`config.mk`:
```
export PLATFORM = sky130hd
export DESIGN_NAME = mem_arbiter
export DESIGN_NICKNAME = d
export VERILOG_FILES = /design/src/rtl/mem_arbiter.sv
export SDC_FILE = /design/constraint.sdc
export NUM_CORES = 1
export LEC_CHECK = 0
export CAP_MARGIN = 30
export CORE_AREA = 2 2 102 104
export DETAILED_ROUTE_END_ITERATION = 10
export DIE_AREA = 0 0 104 106
export HOLD_SLACK_MARGIN = 0.1
export PLACE_DENSITY = 0.85
export SYNTH_ARGS = -nofsm -noshare
export SYNTH_HDL_FRONTEND = slang
export SYNTH_SLANG_ARGS = --single-unit
```
`constraint.sdc`:
```
create_clock -name clk_i -period 2.83 [get_ports clk_i]
set_input_delay 0.566 -clock clk_i [delete_from_list [all_inputs] [get_ports clk_i]]
set_output_delay 0.566 -clock clk_i [all_outputs]
set_load 0.005 [all_outputs]
```
`src/rtl/mem_arbiter.sv`:
```
// Unified-RAM arbiter between instruction fetch and load/store.
// LS wins contention; a bounded streak counter keeps IF moving.
module mem_arbiter #(
  parameter int ADDR_WIDTH    = 32,
  parameter int DATA_WIDTH    = 32,
  parameter int MAX_LS_STREAK = 4
) (
  input  logic                  clk_i,
  input  logic                  rst_i,
  input  logic                  if_req_i,
  input  logic [ADDR_WIDTH-1:0] if_addr_i,
  output logic                  if_gnt_o,
  output logic                  if_rvalid_o,
  output logic [DATA_WIDTH-1:0] if_rdata_o,
  input  logic                  ls_req_i,
  input  logic                  ls_we_i,
  input  logic [ADDR_WIDTH-1:0] ls_addr_i,
  input  logic [DATA_WIDTH-1:0] ls_wdata_i,
  output logic                  ls_gnt_o,
  output logic                  ls_rvalid_o,
  output logic [DATA_WIDTH-1:0] ls_rdata_o,
  output logic                  ram_we_o,
  output logic [ADDR_WIDTH-1:0] ram_addr_o,
  output logic [DATA_WIDTH-1:0] ram_data_o,
  input  logic [DATA_WIDTH-1:0] ram_data_i
);

  localparam logic [3:0] MaxStreak = 4'(MAX_LS_STREAK);

  logic                  if_gnt;
  logic                  ls_gnt;
  logic                  if_due;

  logic [3:0]            streak_q;
  logic [3:0]            streak_d;
  logic                  if_rvalid_q;
  logic                  if_rvalid_d;
  logic                  ls_rvalid_q;
  logic                  ls_rvalid_d;
  logic [DATA_WIDTH-1:0] if_rdata_q;
  logic [DATA_WIDTH-1:0] if_rdata_d;
  logic [DATA_WIDTH-1:0] ls_rdata_q;
  logic [DATA_WIDTH-1:0] ls_rdata_d;

  assign if_due = (streak_q == MaxStreak);

  always_comb begin
    if_gnt = 1'b0;
    ls_gnt = 1'b0;
    if (!rst_i) begin
      if (if_req_i && (!ls_req_i || if_due)) begin
        if_gnt = 1'b1;
      end else if (ls_req_i) begin
        ls_gnt = 1'b1;
      end
    end
  end

  assign if_gnt_o = if_gnt;
  assign ls_gnt_o = ls_gnt;

  always_comb begin
    ram_we_o   = 1'b0;
    ram_addr_o = '0;
    ram_data_o = '0;
    unique case (1'b1)
      if_gnt: begin
        ram_addr_o = if_addr_i;
      end
      ls_gnt: begin
        ram_we_o   = ls_we_i;
        ram_addr_o = ls_addr_i;
        ram_data_o = ls_wdata_i;
      end
      default: ;
    endcase
  end

  // Streak only counts LS wins that actually made IF wait.
  always_comb begin
    streak_d = streak_q;
    if (if_gnt || !if_req_i) begin
      streak_d = '0;
    end else if (ls_gnt && !if_due) begin
      streak_d = streak_q + 4'd1;
    end
  end

  always_comb begin
    if_rvalid_d = if_gnt;
    ls_rvalid_d = ls_gnt;
    if_rdata_d  = if_rdata_q;
    ls_rdata_d  = ls_rdata_q;
    if (if_gnt) begin
      if_rdata_d = ram_data_i;
    end
    if (ls_gnt) begin
      ls_rdata_d = ls_we_i ? '0 : ram_data_i;
    end
  end

  always_ff @(posedge clk_i) begin
    if (rst_i) begin
      streak_q    <= '0;
      if_rvalid_q <= 1'b0;
      ls_rvalid_q <= 1'b0;
      if_rdata_q  <= '0;
      ls_rdata_q  <= '0;
    end else begin
      streak_q    <= streak_d;
      if_rvalid_q <= if_rvalid_d;
      ls_rvalid_q <= ls_rvalid_d;
      if_rdata_q  <= if_rdata_d;
      ls_rdata_q  <= ls_rdata_d;
    end
  end

  assign if_rvalid_o = if_rvalid_q;
  assign ls_rvalid_o = ls_rvalid_q;
  assign if_rdata_o  = if_rdata_q;
  assign ls_rdata_o  = ls_rdata_q;

endmodule
```
==> results <==
## power groups by stage
| stage | combinational, mW | clock [mW] | sequential, mW |
|---|---|---|---|
| after floorplan | 0.192 | 0 | 1.08 |
| after global placement | 0.624 | 0 | 1.08 |
| after detailed placement | 0.633 | 0 | 1.08 |
| after CTS | 0.626 | 0.920 | 1.06 |
| after global routing | 0.668 | 0.971 | 1.07 |
| final | 0.629 | 0.907 | 1.06 |
## through the flow
| step | instance area [um2] | worst slack, ps | util, % | TNS (ps) | power, mW |
|---|---|---|---|---|---|
| floorplan | 3630 | 892 | - | 0 | 1.27 |
| global placement | 6410 | -48.6 | 64.1 | -354 | 1.70 |
| detailed placement | 6410 | -65.8 | 64.1 | -452 | 1.72 |
| CTS | 6610 | -19.3 | 66.1 | -35.9 | 2.61 |
| global route | 6750 | -26.7 | 67.5 | -131 | 2.70 |
| finish | 6750 | 44.9 | 67.5 | 0 | 2.60 |
## how the worst min path moves through the flow
stage | startpoint | endpoint | slack (ps)
after global placement | streak_q[0]$_SDFFE_PP0P_ | streak_q[0]$_SDFFE_PP0P_ | 440
after CTS | streak_q[0]$_SDFFE_PP0P_ | streak_q[0]$_SDFFE_PP0P_ | 480
after floorplan | streak_q[0]$_SDFFE_PP0P_ | streak_q[0]$_SDFFE_PP0P_ | 430
after global routing | streak_q[0]$_SDFFE_PP0P_ | streak_q[0]$_SDFFE_PP0P_ | 460
final | streak_q[0]$_SDFFE_PP0P_ | streak_q[0]$_SDFFE_PP0P_ | 440
after detailed placement | if_rdata_o[5]$_SDFFE_PP0N_ | if_rdata_o[5]$_SDFFE_PP0N_ | 460
## per-layer routing
layer	part of all wire [%]	routed length, um
met1	38	5410
met2	53	7530
met3	6.2	882
met4	3.1	437
met5	0	0
## layout by cell type (no fill, tap or decap), types with 3 or more instances in the layout
master / count
clkdlybuf4s50_1: 245
buf_12: 5
nand2b_1: 97
o21ai_0: 32
nor2_1: 4
and3_1: 33
a22o_1: 32
dlygate4sd2_1: 16
dfxtp_1: 69
buf_4: 16
inv_1: 4
clkbuf_8: 9
dlymetal6s2s_1: 3
mux2i_1: 33
nand4b_1: 33
## cell families (layout without fill, tap and decap cells)
kind of cell	Yosys count	count (layout)	synth area share, %
AO/OA/AOI/OAI	68	68	13.0
XOR/XNOR	1	1	0.242
adder cells (fa/ha/maj)	2	2	0.690
buffers and inverters	44	309	5.93
flip-flops	70	70	38.6
multiplexers	33	33	9.11
AND/OR/NAND/NOR	175	175	32.4
## what timing repair did
item,in CTS,in global routing
setup buffers,0,5
pin swaps,1,2
cloned,0,2
endpoints found under the setup margin,19,50
gates resized for setup,16,9
## state kept, by name, indices dropped and copies added (netlist names)
register	flops
ls_rvalid_o	1
streak_q	4
if_rvalid_o	1
ls_rdata_o	32
if_rdata_o	32
## final cells by class
type                    instances  area, um2  area share [%]
multi-input cells             279       2020            30.0
repair buffers                289       2920            43.2
clock inverters                 6       93.8            1.39
inverters                       4       15.0           0.223
clock buffers                  10        128            1.89
well taps                     136        170            2.52
flip-flops and latches         70       1400            20.8
==> impl_metrics.yaml <==
logic_synthesis:
  synth_area_um2: 3630
  synth_top_area_cell: "dfxtp_1"
  yosys.area.top_type_share_pct: 38.6
  syn_avg_cell_area_um2: 9.23
  yosys-top-cells-area: "dfxtp_1 39%, nand2b_1 17%, mux2i_1 9.1%, nand4b_1 8.0%, a22o_1 7.7%"
  ys_seq_area_share_pct: 38.6
  synth_ff_type: "dfxtp_1"
  syn_inst: 393
  synthDistinctLibCells: 29
  synth_edf_count: 0
  synthTopCellsByCount: "97 x nand2b_1, 70 x dfxtp_1, 33 x and3_1, 33 x mux2i_1, 33 x nand4b_1"
  synth-seq-cells: 70
  yosys_warnings: 0
  synth_fp_nets: 528
  synth_most_common_cell: "nand2b_1"
  async_flop_share_pct: 0
placed_design:
  portBuffers: 265
  place.gp.congestion: 0.862
  place_inst: 771
  dp_hpwl_um: 10700
timing:
  hold_slack_ps: 440
  drv_slew: 0
  fmax_mhz: 359
  period_share_pct: 98.4
  worstMarginPinSlew_ps: 661
  final_hold_viol_count: 0
  fin_skew_ps: 17.2
  max-slew-margin-rel_pct: 55.9
  setup_viol: 0
  period_needed_ps: 2790
setup_path:
  ff2ff_setup_slack_ps: 1090
  end_kind: "output pin"
  regToRegEndpoint: "ls_rdata_o[1]$_SDFFE_PP0P_"
  r2r_start: "streak_q[0]$_SDFFE_PP0P_"
  cp_slowest_cell: "clkdlybuf4s50_1"
  cp-start-kind: "primary input"
  path_common_cell: "clkdlybuf4s50_1"
  cp.depth: 6
  crit_end: "ram_addr_o[20]"
  arrival_ps: 2220
  cp_max_fo: 14
  crit_start: "ls_req_i"
  worst-setup-path-type: "in2out"
  path_cells: "clkdlybuf4s50_1 -> and2b_4 -> and2_4 -> buf_12 -> a22o_1 -> clkdlybuf4s50_1"
  crit_buf_inv: 3
  critical-path-max-stage-delay_ps: 530
  r2r_cells: 8
  required_ps: 2260
  timing.critical_path.max_delay_family: "buffers and inverters"
finish:
  final.fill_count: 823
  area_growth_pct: 86.1
  drive_above_1_share_pct: 6.99
  antennaDiodeCount: 0
  nets: 788
  stdcell_count: 794
routing:
  antenna_left: 0
  drt_first_pass_iters: 4
  route.detailed.drc: 0
  vias_per_cell: 5.00
  wl_um: 14300
  drt_iter0_drc: 221
  vias: 3968
  wl_per_cell_um: 18.0
global_route:
  grt_pass1_wl_um: 21200
  grt_overflow: 0
  grt_util_met1_pct: 26.4
  grt_pass1_vias: 3949
  use_met2_pct: 44.8
  track_usage_pct: 24.2
  grt_max_degree: 97
  busiest_layer: "met2"
  antenna_found_initial: 0
  use_met3_pct: 6.38
floorplanning:
  rows: 37
  dieHeight_um: 106
  die_area_um2: 11000
  io_pins: 266
  start_util_pct: 36.3
  core-area_um2: 10000
  die_w_um: 104
status:
  status: "complete, no violations"
cts:
  clkLatencyLatePin_ps: 340
  cts-root-buf: "clkbuf_8"
  clk_path_buf_depth: 2
  clk_transition_reported_paths_ps: 70
  cts_made_buffers: 9
  clock_sinks: 70
  cts_max_level: 3
  tritoncts: "yes"
  postCtsHoldBufs: 0
job:
  max_cap_viol_count: 0
pwr:
  p_comb_share_pct: 24.2
  ir_drop_v: 0.000307
  pwr-share-clk_pct: 34.9
  intPower_mw: 1.96
  leakagePower_nw: 2.75
  p_sw_share_pct: 24.7
  power_density_nw_per_um2: 385
  net-switching-power_uw: 642
  seq_power_share_pct: 40.8
min_path:
  holdPathStages: 1
  worstHoldPathType: "reg2reg"
Note: power is estimated with default switching activity, not from simulation.
